==> src/rtl/loader_pkg.sv <==
// Shared types and constants for the serial program loader.
// Build option LOADER_CHECKSUM_EN adds the trailing checksum byte check.
package loader_pkg;

  localparam int unsigned CNT_W  = 16;
  localparam int unsigned BYTE_W = 8;
  localparam int unsigned WORD_W = 32;

  localparam logic [WORD_W-1:0] LOAD_BASE_ADDR = 32'h0000_0000;

  typedef enum logic [2:0] {
    S_IDLE   = 3'd0,
    S_LEN_HI = 3'd1,
    S_LEN_LO = 3'd2,
    S_DATA   = 3'd3,
    S_CSUM   = 3'd4,
    S_DONE   = 3'd5,
    S_ERROR  = 3'd6
  } state_t;

endpackage

==> src/rtl/word_assembler.sv <==
// Packs accepted data bytes big-endian into 32-bit words and flags the 4th byte.
module word_assembler
  import loader_pkg::*;
(
  input  logic              clock,
  input  logic              clear,
  input  logic              i_accept,
  input  logic [BYTE_W-1:0] i_byte,
  output logic              o_last_c,
  output logic [WORD_W-1:0] o_word_c
);

  logic [1:0]  r_idx;
  logic [23:0] r_partial;

  // First three bytes of the word shift in from the low end
  always_ff @(posedge clock) begin
    if (clear) begin
      r_idx     <= '0;
      r_partial <= '0;
    end else if (i_accept) begin
      r_idx     <= r_idx + 2'd1;
      r_partial <= {r_partial[15:0], i_byte};
    end
  end

  assign o_last_c = i_accept && (r_idx == 2'd3);
  assign o_word_c = {r_partial, i_byte};

endmodule

==> src/rtl/program_loader.sv <==
// Serial program loader: length header, big-endian data words, instruction-memory writes.
// Build option LOADER_CHECKSUM_EN enables the trailing mod-256 checksum byte.
module program_loader
  import loader_pkg::*;
(
  input  logic        clock,
  input  logic        clear,
  input  logic        start,
  input  logic [7:0]  byte_in,
  input  logic        byte_valid,
  output logic        byte_ready,
  output logic        imem_write,
  output logic [31:0] imem_address,
  output logic [31:0] imem_data,
  output logic        cpu_clear,
  output logic        done,
  output logic        error
);

`ifdef LOADER_CHECKSUM_EN
  localparam state_t S_POST = S_CSUM;
`else
  localparam state_t S_POST = S_DONE;
`endif

  state_t             r_state;
  state_t             w_state_next;
  logic [CNT_W-1:0]   r_len;
  logic [CNT_W-1:0]   r_word_cnt;
  logic [CNT_W-1:0]   w_cnt_inc;
  logic [CNT_W-1:0]   w_len_full;
  logic               w_accept;
  logic               w_data_accept;
  logic               w_last;
  logic [WORD_W-1:0]  w_word;
  logic               r_byte_ready;
  logic               r_imem_write;
  logic [WORD_W-1:0]  r_imem_address;
  logic [WORD_W-1:0]  r_imem_data;
  logic               r_cpu_clear;
  logic               r_done;

  assign w_accept      = byte_valid && r_byte_ready;
  assign w_data_accept = w_accept && (r_state == S_DATA);
  assign w_len_full    = {r_len[CNT_W-1:BYTE_W], byte_in};
  assign w_cnt_inc     = r_word_cnt + CNT_W'(1);

`ifdef LOADER_CHECKSUM_EN
  logic [BYTE_W-1:0] r_csum;
  logic [BYTE_W-1:0] w_csum_total;
  logic              r_error;

  assign w_csum_total = r_csum + byte_in;

  always_ff @(posedge clock) begin
    if (clear) begin
      r_csum  <= '0;
      r_error <= 1'b0;
    end else begin
      if (w_data_accept) r_csum <= w_csum_total;
      r_error <= (w_state_next == S_ERROR);
    end
  end

  assign error = r_error;
`else
  assign error = 1'b0;
`endif

  word_assembler u_asm (
    .clock    (clock),
    .clear    (clear),
    .i_accept (w_data_accept),
    .i_byte   (byte_in),
    .o_last_c (w_last),
    .o_word_c (w_word)
  );

  always_comb begin
    w_state_next = r_state;
    case (r_state)
      S_IDLE:   if (start) w_state_next = S_LEN_HI;
      S_LEN_HI: if (w_accept) w_state_next = S_LEN_LO;
      S_LEN_LO: if (w_accept) w_state_next = (w_len_full == '0) ? S_POST : S_DATA;
      S_DATA:   if (w_last && (w_cnt_inc == r_len)) w_state_next = S_POST;
`ifdef LOADER_CHECKSUM_EN
      S_CSUM:   if (w_accept) w_state_next = (w_csum_total == '0) ? S_DONE : S_ERROR;
`endif
      default:  w_state_next = r_state;
    endcase
  end

  // done lags entry into DONE by one cycle so it never coincides with the last write
  always_ff @(posedge clock) begin
    if (clear) begin
      r_state        <= S_IDLE;
      r_len          <= '0;
      r_word_cnt     <= '0;
      r_byte_ready   <= 1'b0;
      r_imem_write   <= 1'b0;
      r_imem_address <= '0;
      r_imem_data    <= '0;
      r_cpu_clear    <= 1'b1;
      r_done         <= 1'b0;
    end else begin
      r_state <= w_state_next;
      if (w_accept && (r_state == S_LEN_HI)) r_len[CNT_W-1:BYTE_W] <= byte_in;
      if (w_accept && (r_state == S_LEN_LO)) r_len <= w_len_full;
      if (w_last) begin
        r_word_cnt     <= w_cnt_inc;
        r_imem_address <= LOAD_BASE_ADDR + WORD_W'({r_word_cnt, 2'b00});
        r_imem_data    <= w_word;
      end
      r_imem_write <= w_last;
      r_byte_ready <= (w_state_next == S_LEN_HI) || (w_state_next == S_LEN_LO) ||
                      (w_state_next == S_DATA)   || (w_state_next == S_CSUM);
      r_cpu_clear  <= (w_state_next != S_DONE);
      r_done       <= (r_state == S_DONE);
    end
  end

  assign byte_ready   = r_byte_ready;
  assign imem_write   = r_imem_write;
  assign imem_address = r_imem_address;
  assign imem_data    = r_imem_data;
  assign cpu_clear    = r_cpu_clear;
  assign done         = r_done;

endmodule

==> config.mk <==
export PLATFORM = sky130hd
export DESIGN_NAME = program_loader
export DESIGN_NICKNAME = d
export VERILOG_FILES = /design/src/rtl/loader_pkg.sv /design/src/rtl/word_assembler.sv /design/src/rtl/program_loader.sv
export SDC_FILE = /design/constraint.sdc
export NUM_CORES = 1
export LEC_CHECK = 0
export BUFFER_PORTS_ARGS = -buffer_cell sky130_fd_sc_hd__buf_4
export CORE_MARGIN = 5
export CORE_UTILIZATION = 40
export CTS_CLUSTER_DIAMETER = 100
export CTS_CLUSTER_SIZE = 12
export DETAILED_ROUTE_END_ITERATION = 10
export SYNTH_ARGS = -nofsm -noshare
export SYNTH_HDL_FRONTEND = slang
export SYNTH_SLANG_ARGS = --single-unit
==> constraint.sdc <==
create_clock -name clock -period 2.6 [get_ports clock]
set_input_delay 0.13 -clock clock [delete_from_list [all_inputs] [get_ports clock]]
set_output_delay 0.13 -clock clock [all_outputs]
set_load 0.005 [all_outputs]
* After elaboration in Yosys (flattened, before gate mapping)
Index checks and enable logic that the tools add are counted.
** Operators by class
- $add $sub $neg :: 2
- Eq/ne operators :: 11
- Mux-type cells :: 6
- Bitwise gates (word level) :: 1
- Reduce and logical (&&, ||, !) cells :: 12
** Operators with widths (number)
- adder 16 x 1 -> 16 bit (second input constant) :: 1
- equality test 16 bit :: 1
- zero test 16 bit :: 1
- 2-to-1 mux 3 bit :: 5
- equality test 3 x 2 -> 1 bit (second input constant) :: 4
- one-hot mux 3 bit (4 select lines) :: 1
- equality test 3 x 1 -> 1 bit (second input constant) :: 2
- equality test 3 bit (second input constant) :: 2
- logical AND 1 bit :: 6
- zero test 3 bit :: 1
- logical OR 1 bit :: 3
- inequality test 3 bit (second input constant) :: 1
- adder 2 x 1 -> 2 bit (second input constant) :: 1
- equality test 2 bit (second input constant) :: 1
- AND reduction 2 bit :: 1
- inverter 1 bit :: 1
** Word-level totals
- Bits in registers :: 113
- Bits of input ports :: 12
- Output and inout port bits :: 69
- Logic and storage cells :: 44

* Logic depth before layout (Yosys ltp)
Gate-level depths: netlist of run 1.
- Depth in word-level cells :: 10
- Mapped depth :: 7
- Mapped depth without buffers :: 7

* Hierarchy
A second synthesis of run 1 with hierarchy kept.
** Second synthesis, totals
- Cells, all modules :: 515
- Area, all modules :: 4887.2 um^2
** Modules (own cells, without submodules)
- program_loader :: times used 1, cells each 421, area each 3863.7 um^2, sequential area each 1741.7 um^2
- word_assembler :: times used 1, cells each 94, area each 1023.5 um^2, sequential area each 520.5 um^2

* Worst setup path after synthesis of run 1
Ideal clock, no wire load.
- Path type :: register to register
- Start point :: register r_word_cnt[0]
- End point :: register r_state[2]
- Setup time :: 0.070 ns
- Arrival :: 2.137 ns
- Required time :: 2.530 ns
- Setup slack :: 0.392 ns
- Stages on the path, launching flop included :: 8
- Buffers on the path :: 0
- Clock period less this slack :: 2.208 ns
- Path through :: dfxtp_1 > ha_1 > xor2_1 > o2111ai_1 > o21ai_1 > or4_1 > or4_1 > a21oi_1
** On the way
- Word-level cells in the longest chain between the ends :: 5
** RTL lines
- start: declaration :: RTL line program_loader.sv:29 : logic [CNT_W-1:0] r_word_cnt;
- start signal: assignment :: RTL line program_loader.sv:110 : r_word_cnt <= w_cnt_inc;
- adder 16 x 1 -> 16 bit :: RTL line program_loader.sv:46 : assign w_cnt_inc = r_word_cnt + CNT_W'(1);
- equality test 16 bit :: RTL line program_loader.sv:85 : S_DATA: if (w_last && (w_cnt_inc == r_len)) w_state_next = S_POST;
- logical AND 1 bit :: RTL line program_loader.sv:85
- 2-to-1 mux 3 bit :: RTL line program_loader.sv:85
- one-hot mux 3 bit (4 select lines) :: RTL line program_loader.sv:81 : case (r_state)
- end signal: assignment :: RTL line program_loader.sv:106 : r_state <= w_state_next;
- end: declaration :: RTL line program_loader.sv:26 : state_t r_state;
No other way between the ends.
A chain may end at the register's enable or synchronous reset.

* Worst setup path in the final report of run 1
- Start point :: register r_word_cnt[1]
- End point :: register r_state[2]
Same word-level chain as after synthesis.

==> flow_summary.json, run 1 <==
{
  "cts_inserted_buffers": 17,
  "cts.clk_slew.worst_paths_ns": 0.06,
  "run_status": "complete, no violations",
  "peakVddDrop_v": 0.0004930,
  "cp-end-kind": "register",
  "rr_endpoint": "r_state[2]$_SDFF_PP0_",
  "design.portCount": 81,
  "vias_in_the_first_global_route": 3768,
  "hold_end": "imem_data[7]$_SDFFE_PP0P_",
  "slowest_delay_ns": 0.59,
  "final_global_route_overflow_total": 0,
  "area_delta_synth_final_pct": 24.30,
  "postLayoutCoreUtil_pct": 51.36,
  "numPortBuffers": 63,
  "r2r.worst_path.cells": 7,
  "asyncSetResetFlopFracSynth_pct": 0,
  "count_of_flip_flops_with_a_built_in_enable_after_synthesis": 0,
  "drtPass1Iterations": 5,
  "drc_errors": 0,
  "clock_skew_ns": 0.008108,
  "critical_path.max_fanout": 9,
  "powerDensity_nw_per_um2": 707.9,
  "clk_path_buf_depth": 2,
  "synth_sequential_area_ratio_pct": 47.54,
  "core_region_area_um2": 11520,
  "nets": 655,
  "tritoncts": "built",
  "synthDominantCellAreaShare_pct": 47.54,
  "post-layout-total-power_w": 0.004187,
  "finalCriticalPeriod_ns": 2.404,
  "effective_utilization_at_floorplan_pct": 41.32,
  "antenna_cells": 0,
  "synth.avg_cell_area_um2": 8.134,
  "row_count": 39,
  "cp.arrival_ns": 2.74,
  "chipHeight_um": 119.1,
  "fin_setup_tns_ns": 0,
  "max_cap_violations": 0,
  "post-synth-top-area-cell": "dfxtp_1",
  "die_area_um2": 14180,
  "vias": 4077,
  "postSynthCellCount": 585,
  "yosys-top-cells-count": "nand2_1, dfxtp_1, a21oi_1, nor2_1, clkbuf_1",
  "clkLatencyLatePin_ns": 0.41,
  "unique_masters_post_synth": 51,
  "r2r_slack_ns": 0.20,
  "ys.flop_type": "dfxtp_1",
  "setup.worst_path.class": "reg2reg",
  "post_cts.repair.setup_buffers": 0,
  "cellLeakagePower_nw": 2.232,
  "synthTopCellsByArea": "dfxtp_1, nand2_1, a21oi_1",
  "rsz0062_at_grt": "no",
  "critical_path_required_ns": 2.93,
  "grt_first_pass_wirelength_um": 19360,
  "crit_path_cell_trace": "ha_1 > nand3_2 > or4_4 > o21ai_0 > o211ai_1 > or4_1 > a21oi_1",
  "critical_path.reg2reg.startpoint": "r_word_cnt[1]$_SDFFE_PP0P_",
  "critPathLaunchType": "register",
  "crit_path_top_delay_cell": "or4_4",
  "cts.sink_count": 113,
  "slew_limit_headroom_pct": 52.21,
  "wl_um": 11810,
  "max_clock_freq_mhz": 416.0,
  "initialDrtViolationCount": 265,
  "gp_congestion": 0.8301,
  "cts_htree_levels": 4,
  "ant_nets": 0,
  "timing_worst_slew_pin_value_ns": 0.7168,
  "finalHoldViolations": 0,
  "report.final.slew_viol_count": 0,
  "post-dp-hpwl_um": 8115,
  "worst_hold_path.num_cells": 3,
  "synthesis.area_um2": 4758,
  "die_w_um": 119.1,
  "wl_per_cell_um": 14.81,
  "layout-drive-gt1-share_pct": 17.74,
  "globalRouteTotalUtil_pct": 16.88,
  "number_of_endpoints_failing_setup_at_the_final_stage": 0,
  "detail_routed_via_count_per_cell": 5.115,
  "worst_hold_path_type": "in2reg",
  "final.fill_count": 1108,
  "synthesis.yosys.warnings": 0,
  "hold_path_startpoint": "byte_in[7]",
  "cts-root-buf": "clkbuf_16",
  "grt_max_degree": 73,
  "synth-seq-cells": 113,
  "synth.most_common_cell": "nand2_1",
  "final.period_utilization_pct": 92.47,
  "grt_antenna_before_repair": 0
}
cells in the final DEF, fill, tap and decap left out, types with 7 or more instances in the layout:
master and instances:
nand2_1 159, dfxtp_1 113, a21oi_1 81, buf_4 75, nor2_1 39, xnor2_1 17, mux2i_1 17, conb_1 17
clkbuf_16 17, xor2_1 12, nand3_1 7, o21ai_0 7
where the power goes:
group          switching (W)  internal [W]  total (W)
Clock               0.000813       0.00149    0.00230
Sequential         0.0000163       0.00174    0.00176
Combinational      0.0000778     0.0000447   0.000122
Total               0.000907       0.00328    0.00419
how the worst max path moves through the flow:
stage / from / end / slack (ns) / cells past startpoint
floorplan: r_word_cnt[0]$_SDFFE_PP0P_ / r_state[2]$_SDFF_PP0_ / 0.39 / 7
global placement: r_word_cnt[1]$_SDFFE_PP0P_ / cpu_clear$_SDFF_PP1_ / 0.26 / 7
detailed placement: r_word_cnt[1]$_SDFFE_PP0P_ / cpu_clear$_SDFF_PP1_ / 0.09 / 7
CTS: r_word_cnt[1]$_SDFFE_PP0P_ / cpu_clear$_SDFF_PP1_ / 0.08 / 7
global route: r_word_cnt[1]$_SDFFE_PP0P_ / r_state[2]$_SDFF_PP0_ / 0.06 / 7
finish: r_word_cnt[1]$_SDFFE_PP0P_ / r_state[2]$_SDFF_PP0_ / 0.20 / 7
worst max-delay path, delay by kind of cell, from the launching register on:
kind	cells	cell delay [ns]
AND/OR/NAND/NOR	3	1.29
AO/OA/AOI/OAI	3	0.37
adder cells (fa/ha/maj)	1	0.28
flip-flops	1	0.38
routing by layer:
metal / vias up / global-route usage [%] / wire length (um)
met4: 0 / 6.517 / 146
met5: - / 0 / 0
met3: 19 / 4.360 / 700
met1: 1881 / 23.97 / 5840
li1: 2044 / - / -
met2: 133 / 24.51 / 5118
what timing repair did:
action                     in CTS  in global routing
resized for setup               0                  1
hold buffers                    3                  0
hold endpoints to repair        6                  0
setup endpoints to repair       0                  3
state kept, by name, summed over array words and instances, names as in the netlist:
register and cells:
byte_ready 1, cpu_clear 1, done 1, imem_address 16, imem_data 32, imem_write 1, r_len 16, r_state 3
r_word_cnt 16, u_asm.r_idx 2, u_asm.r_partial 24
area by class of cell:
type / count / area, um^2 / share of cell area, %
Clock inverter: 11 / 128.9 / 2.179
Inverter: 3 / 11.26 / 0.1904
Multi-Input combinational cell: 428 / 2270 / 38.38
Sequential cell: 113 / 2262 / 38.25
Clock buffer: 21 / 470.5 / 7.954
Tap cell: 143 / 178.9 / 3.025
Timing Repair Buffer: 78 / 593.1 / 10.03
per-stage QoR:
step,worst slack (ns),area [um^2],hold slack (ns),instances
after floorplan,0.3922,4818,0.2660,601
after global placement,0.2646,5279,0.4073,762
after detailed placement,0.08829,5279,0.4228,762
after CTS,0.07560,5908,0.001715,797
after global routing,0.06122,5914,0.01243,797
final,0.1959,5914,0.01733,797
cell families after synthesis:
| family | Yosys count | share of synthesized area, % |
|---|---|---|
| mux | 17 | 3.576 |
| xor+xnor | 29 | 5.338 |
| other cells | 1 | 0.07881 |
| compound gates | 107 | 12.28 |
| flops | 113 | 47.54 |
| simple gates | 256 | 24.38 |
| fa+ha+maj | 2 | 0.5258 |
| buf+inv | 60 | 6.284 |
(Power assumes the default switching activity.)
==> inputs of run 2 (changes only) <==
--- a/config.mk
+++ b/config.mk
@@ -5,7 +5,7 @@
 export SDC_FILE = /design/constraint.sdc
 export NUM_CORES = 1
 export LEC_CHECK = 0
-export BUFFER_PORTS_ARGS = -buffer_cell sky130_fd_sc_hd__buf_4
+export BUFFER_PORTS_ARGS = -buffer_cell sky130_fd_sc_hd__buf_2
 export CORE_MARGIN = 5
 export CORE_UTILIZATION = 40
 export CTS_CLUSTER_DIAMETER = 100
==> run 2 against run 1 <==
Compared with the run above: sequential power about the same; first-iteration DRC count increased by 20%; sequential cell count did not move; fmax up 0.92%; critical path type unchanged; critical endpoint unchanged; highest routed layer unchanged.
==> flow_summary.json, run 2 (synthesis gave the netlist of run 1 again) <==
{
  "wl_per_cell_um": 14.54,
  "clk_path_buf_depth": 2,
  "row_count": 39,
  "run_status": "complete, no violations",
  "nets": 653,
  "drtPass1Iterations": 4,
  "final_critical_path_setup_slack_ns": 0.2179,
  "worst_hold_path_type": "in2reg",
  "globalRouteTotalUtil_pct": 16.37,
  "commonest_cells_after_routing_fill_and_taps_aside": "nand2_1, dfxtp_1, a21oi_1",
  "vias": 4084,
  "area_delta_synth_final_pct": 20.72,
  "timing_worst_slew_pin_value_ns": 0.6996,
  "effective_utilization_at_floorplan_pct": 41.32,
  "clock_skew_ns": 0.008108,
  "cts_inserted_buffers": 17,
  "grt_max_degree": 72,
  "slew_limit_headroom_pct": 53.36,
  "finalHoldViolations": 0,
  "die_w_um": 119.1,
  "cp.arrival_ns": 2.71,
  "cp-end-kind": "register",
  "layout-drive-gt1-share_pct": 17.18,
  "chipHeight_um": 119.1,
  "core_region_area_um2": 11520,
  "design.portCount": 81,
  "cts_htree_levels": 4,
  "cts.clk_slew.worst_paths_ns": 0.06,
  "critical_path.max_fanout": 9,
  "post-dp-hpwl_um": 8081,
  "setup.worst_path.class": "reg2reg",
  "grt_antenna_before_repair": 0,
  "numPortBuffers": 63,
  "cts.sink_count": 113,
  "critical_path_required_ns": 2.93,
  "powerDensity_nw_per_um2": 739.8,
  "ant_nets": 0,
  "final.fill_count": 1127,
  "layout_commonest_cell": "nand2_1",
  "cts-root-buf": "clkbuf_16",
  "fin_setup_tns_ns": 0,
  "post-place-ws_ns": 0.1560,
  "number_of_flip_flops_in_the_largest_register": 32,
  "gp_congestion": 0.8334,
  "max_cap_violations": 0,
  "detail_routed_via_count_per_cell": 5.137,
  "clkLatencyLatePin_ns": 0.41,
  "drc_errors": 0,
  "antenna_cells": 0,
  "tritoncts": "built",
  "final.period_utilization_pct": 91.62,
  "critPathLaunchType": "register",
  "max_clock_freq_mhz": 419.8,
  "die_area_um2": 14180,
  "final_global_route_overflow_total": 0,
  "number_of_endpoints_failing_setup_at_the_final_stage": 0,
  "report.final.slew_viol_count": 0,
  "cellLeakagePower_nw": 2.221,
  "grt_first_pass_wirelength_um": 18950,
  "initialDrtViolationCount": 318,
  "vias_in_the_first_global_route": 3801,
  "finalCriticalPeriod_ns": 2.382,
  "peakVddDrop_v": 0.0003506,
  "rsz0062_at_grt": "no",
  "wl_um": 11560
}
run 2: cell types whose count changed in the layout (fill, tap and decap cells not counted), sizes merged:
cell         before  now
dlygate4sd3       3    1
bufinv            2    4
clkinvlp          2    1
inv               5    3
clkbuf           21   22
run 2: per-stage QoR:
stage | instances | util, % | hold WS (ns) | instance area (um^2) | total power [W]
3_5_place_dp | 762 | 44.49 | 0.4261 | 5124 | 0.001906
3_3_place_gp | 762 | 44.49 | 0.4186 | 5124 | 0.001903
4_1_cts | 795 | 49.83 | 0.009031 | 5738 | 0.004280
6_report | 795 | 49.88 | 0.01837 | 5744 | 0.004250
2_1_floorplan | 601 | - | 0.2660 | 4818 | 0.001881
5_1_grt | 795 | 49.88 | 0.01879 | 5744 | 0.004387
run 2: routing by layer:
layer	up-vias	track usage [%]	part of all wire (%)
met1	1916	22.43	49
met3	16	4.597	5.5
li1	2034	-	-
met4	0	6.734	1.6
met2	118	24.27	44
met5	-	0	0
run 2: path summary, 6_finish.rpt:
kind / from / to / slack [ns] / cells after the start
min: byte_in[7] / imem_data[7]$_SDFFE_PP0P_ / 0.02 / 3
min reg2reg: imem_data[28]$_SDFFE_PP0P_ / imem_data[28]$_SDFFE_PP0P_ / 0.45 / 2
max reg2reg: r_word_cnt[1]$_SDFFE_PP0P_ / r_state[2]$_SDFF_PP0_ / 0.22 / 7
max: r_word_cnt[1]$_SDFFE_PP0P_ / r_state[2]$_SDFF_PP0_ / 0.22 / 7
run 2: report_power, final:
part | switching (W) | internal [W]
Combinational | 0.0000767 | 0.0000372
Sequential | 0.0000156 | 0.00174
Clock | 0.000777 | 0.00160
Total | 0.000870 | 0.00338
run 2: timing repair:
action / 4_1_cts / 5_1_grt
hold endpoints to repair: 2 / 0
hold buffers: 1 / 0
setup endpoints to repair: 0 / 3
setup buffers: 0 / 0
resized for setup: 0 / 1
run 2: cell type report:
class / count / area, um^2 / share of cell area, %
clock buffer: 22 / 444.2 / 7.733
clock inverter: 10 / 160.2 / 2.788
inverter: 3 / 11.26 / 0.1960
multi-input combinational: 428 / 2270 / 39.51
sequential: 113 / 2262 / 39.38
tap: 143 / 178.9 / 3.115
timing repair buffer: 76 / 417.9 / 7.275
run 2: critical path: stages (launching register included):
cell	delay (ns)
dfxtp_1	0.38
ha_1	0.27
nand3_2	0.20
or4_4	0.58
o21ai_0	0.10
o211ai_1	0.17
or4_1	0.49
a21oi_1	0.12
==> inputs of run 3 (changes only) <==
--- a/config.mk
+++ b/config.mk
@@ -8,6 +8,7 @@
 export BUFFER_PORTS_ARGS = -buffer_cell sky130_fd_sc_hd__buf_2
 export CORE_MARGIN = 5
 export CORE_UTILIZATION = 40
+export CTS_BUF_LIST = sky130_fd_sc_hd__clkbuf_16
 export CTS_CLUSTER_DIAMETER = 100
 export CTS_CLUSTER_SIZE = 12
 export DETAILED_ROUTE_END_ITERATION = 10
==> run 3 against run 2 <==
Compared with the run above: clock power is essentially flat; cell area is the same; largest cell class unchanged; critical path type unchanged; non-clock buffer count is the same.
==> flow_summary.json, run 3 (synthesis gave the netlist of run 1 again) <==
{
  "final_global_route_overflow_total": 0,
  "grt_antenna_before_repair": 0,
  "r2r_slack_ns": 0.22,
  "chipHeight_um": 119.1,
  "detail_routed_via_count_per_cell": 5.133,
  "die_w_um": 119.1,
  "grt_max_degree": 72,
  "globalRouteTotalUtil_pct": 16.37,
  "peakVddDrop_v": 0.0003507,
  "final.period_utilization_pct": 91.62,
  "placed_cell_area_um2": 5124,
  "layout-drive-gt1-share_pct": 17.18,
  "setup.worst_path.class": "reg2reg",
  "run_status": "complete, no violations",
  "numPortBuffers": 63,
  "final.fill_count": 1127,
  "initialDrtViolationCount": 316,
  "clk_path_buf_depth": 2,
  "grt_first_pass_wirelength_um": 18950,
  "post_cts.repair.setup_buffers": 0,
  "rr_endpoint": "r_state[2]$_SDFF_PP0_",
  "number_of_endpoints_failing_setup_at_the_final_stage": 0,
  "cts.clk_slew.worst_paths_ns": 0.05,
  "number_of_flip_flops_in_the_largest_register": 32,
  "cts_inserted_buffers": 17,
  "critical_path_required_ns": 2.93,
  "rsz0062_at_grt": "no",
  "tritoncts": "built",
  "antenna_cells": 0,
  "slew_limit_headroom_pct": 53.15,
  "fin_setup_tns_ns": 0,
  "critical_path.max_fanout": 9,
  "commonest_cells_after_routing_fill_and_taps_aside": "nand2_1, dfxtp_1, a21oi_1",
  "cp.arrival_ns": 2.71,
  "cellLeakagePower_nw": 2.242,
  "finalHoldViolations": 0,
  "critical-path-top-delay-family": "simple AND/OR/NAND/NOR gates",
  "vias": 4081,
  "max_cap_violations": 0,
  "powerDensity_nw_per_um2": 736.3,
  "area_delta_synth_final_pct": 20.72,
  "hold_end": "imem_data[7]$_SDFFE_PP0P_",
  "drtPass1Iterations": 4,
  "vias_in_the_first_global_route": 3801,
  "worst_hold_path_type": "in2reg",
  "post-dp-hpwl_um": 8081,
  "cts_htree_levels": 4,
  "worst-path-buf-inv": 0,
  "critPathLaunchType": "register",
  "layout.cell_area.non_filler_um2": 5744,
  "cts-root-buf": "clkbuf_16",
  "nets": 653,
  "wl_um": 11560,
  "worst_hold_path.num_cells": 3,
  "max_clock_freq_mhz": 419.8,
  "crit_path_cell_trace": "ha_1 > nand3_2 > or4_4 > o21ai_0 > o211ai_1 > or4_1 > a21oi_1",
  "critical_path.reg2reg.startpoint": "r_word_cnt[1]$_SDFFE_PP0P_",
  "report.final.slew_viol_count": 0,
  "core_region_area_um2": 11520,
  "timing_worst_slew_pin_value_ns": 0.7028,
  "row_count": 39,
  "clock_skew_ns": 0.007927,
  "crit_path_top_delay_cell": "or4_4",
  "r2r.worst_path.cells": 7,
  "clkLatencyLatePin_ns": 0.41,
  "effective_utilization_at_floorplan_pct": 41.32,
  "layout_commonest_cell": "nand2_1",
  "cts.sink_count": 113,
  "die_area_um2": 14180,
  "gp_congestion": 0.8334,
  "ant_nets": 0,
  "slowest_delay_ns": 0.58,
  "wl_per_cell_um": 14.54,
  "finalCriticalPeriod_ns": 2.382,
  "hold_path_startpoint": "byte_in[7]",
  "cp-end-kind": "register",
  "drc_errors": 0,
  "design.portCount": 81
}
==> run 3: cell count changes in the layout (fill, tap and decap cells not counted) <==
cell      change
clkbuf_1      -5
inv_1         +5
==> run 3: how the worst max path moves through the flow <==
| stage | startpoint | endpoint | slack, ns | cells after the start |
|---|---|---|---|---|
| 5_1_grt | r_word_cnt[7]$_SDFFE_PP0P_ | r_state[2]$_SDFF_PP0_ | 0.07 | 6 |
| 6_report | r_word_cnt[1]$_SDFFE_PP0P_ | r_state[2]$_SDFF_PP0_ | 0.22 | 7 |
| 3_3_place_gp | r_word_cnt[1]$_SDFFE_PP0P_ | cpu_clear$_SDFF_PP1_ | 0.26 | 7 |
| 3_5_place_dp | r_word_cnt[1]$_SDFFE_PP0P_ | cpu_clear$_SDFF_PP1_ | 0.16 | 7 |
| 4_1_cts | r_word_cnt[1]$_SDFFE_PP0P_ | cpu_clear$_SDFF_PP1_ | 0.15 | 7 |
| 2_1_floorplan | r_word_cnt[0]$_SDFFE_PP0P_ | r_state[2]$_SDFF_PP0_ | 0.39 | 7 |
==> run 3: tightest hold or removal path: stages <==
cell	delay [ns]
buf_2	0.14
nand2_1	0.06
a21oi_1	0.05
==> run 3: per-stage QoR <==
stage / setup slack, ns / power [W] / utilization (%) / hold slack [ns] / std cells
after floorplan: 0.3922 / 0.001881 / - / 0.2660 / 601
after global placement: 0.2600 / 0.001903 / 44.49 / 0.4186 / 762
after detailed placement: 0.1560 / 0.001906 / 44.49 / 0.4261 / 762
after CTS: 0.1487 / 0.004263 / 49.83 / 0.008842 / 795
after global routing: 0.06693 / 0.004368 / 49.88 / 0.01851 / 795
final: 0.2178 / 0.004230 / 49.88 / 0.01982 / 795
==> run 3: what timing repair did <==
action / in CTS / in global routing
endpoints found under the hold margin: 2 / 0
hold buffers: 1 / 0
resized for setup: 0 / 1
setup endpoints to repair: 0 / 3
==> run 3: power breakdown <==
part           internal [W]  switching, W
clock               0.00158      0.000777
combinational     0.0000372     0.0000768
sequential          0.00174     0.0000156
total               0.00336      0.000870
==> run 3: final cells by class <==
cell class | count | area, um^2 | area share, %
inverter | 3 | 11.26 | 0.1960
clock buffer | 17 | 425.4 | 7.406
multi-input combinational | 428 | 2270 | 39.51
timing repair buffer | 76 | 417.9 | 7.275
tap | 143 | 178.9 | 3.115
clock inverter | 15 | 178.9 | 3.115
sequential | 113 | 2262 | 39.38
==> run 3: routing by layer <==
layer | GRT usage, % | share of wire (%) | vias to the layer above
li1 | - | - | 2035
met1 | 22.43 | 49 | 1912
met2 | 24.27 | 44 | 118
met3 | 4.597 | 5.5 | 16
met4 | 6.734 | 1.6 | 0
met5 | 0 | 0 | -
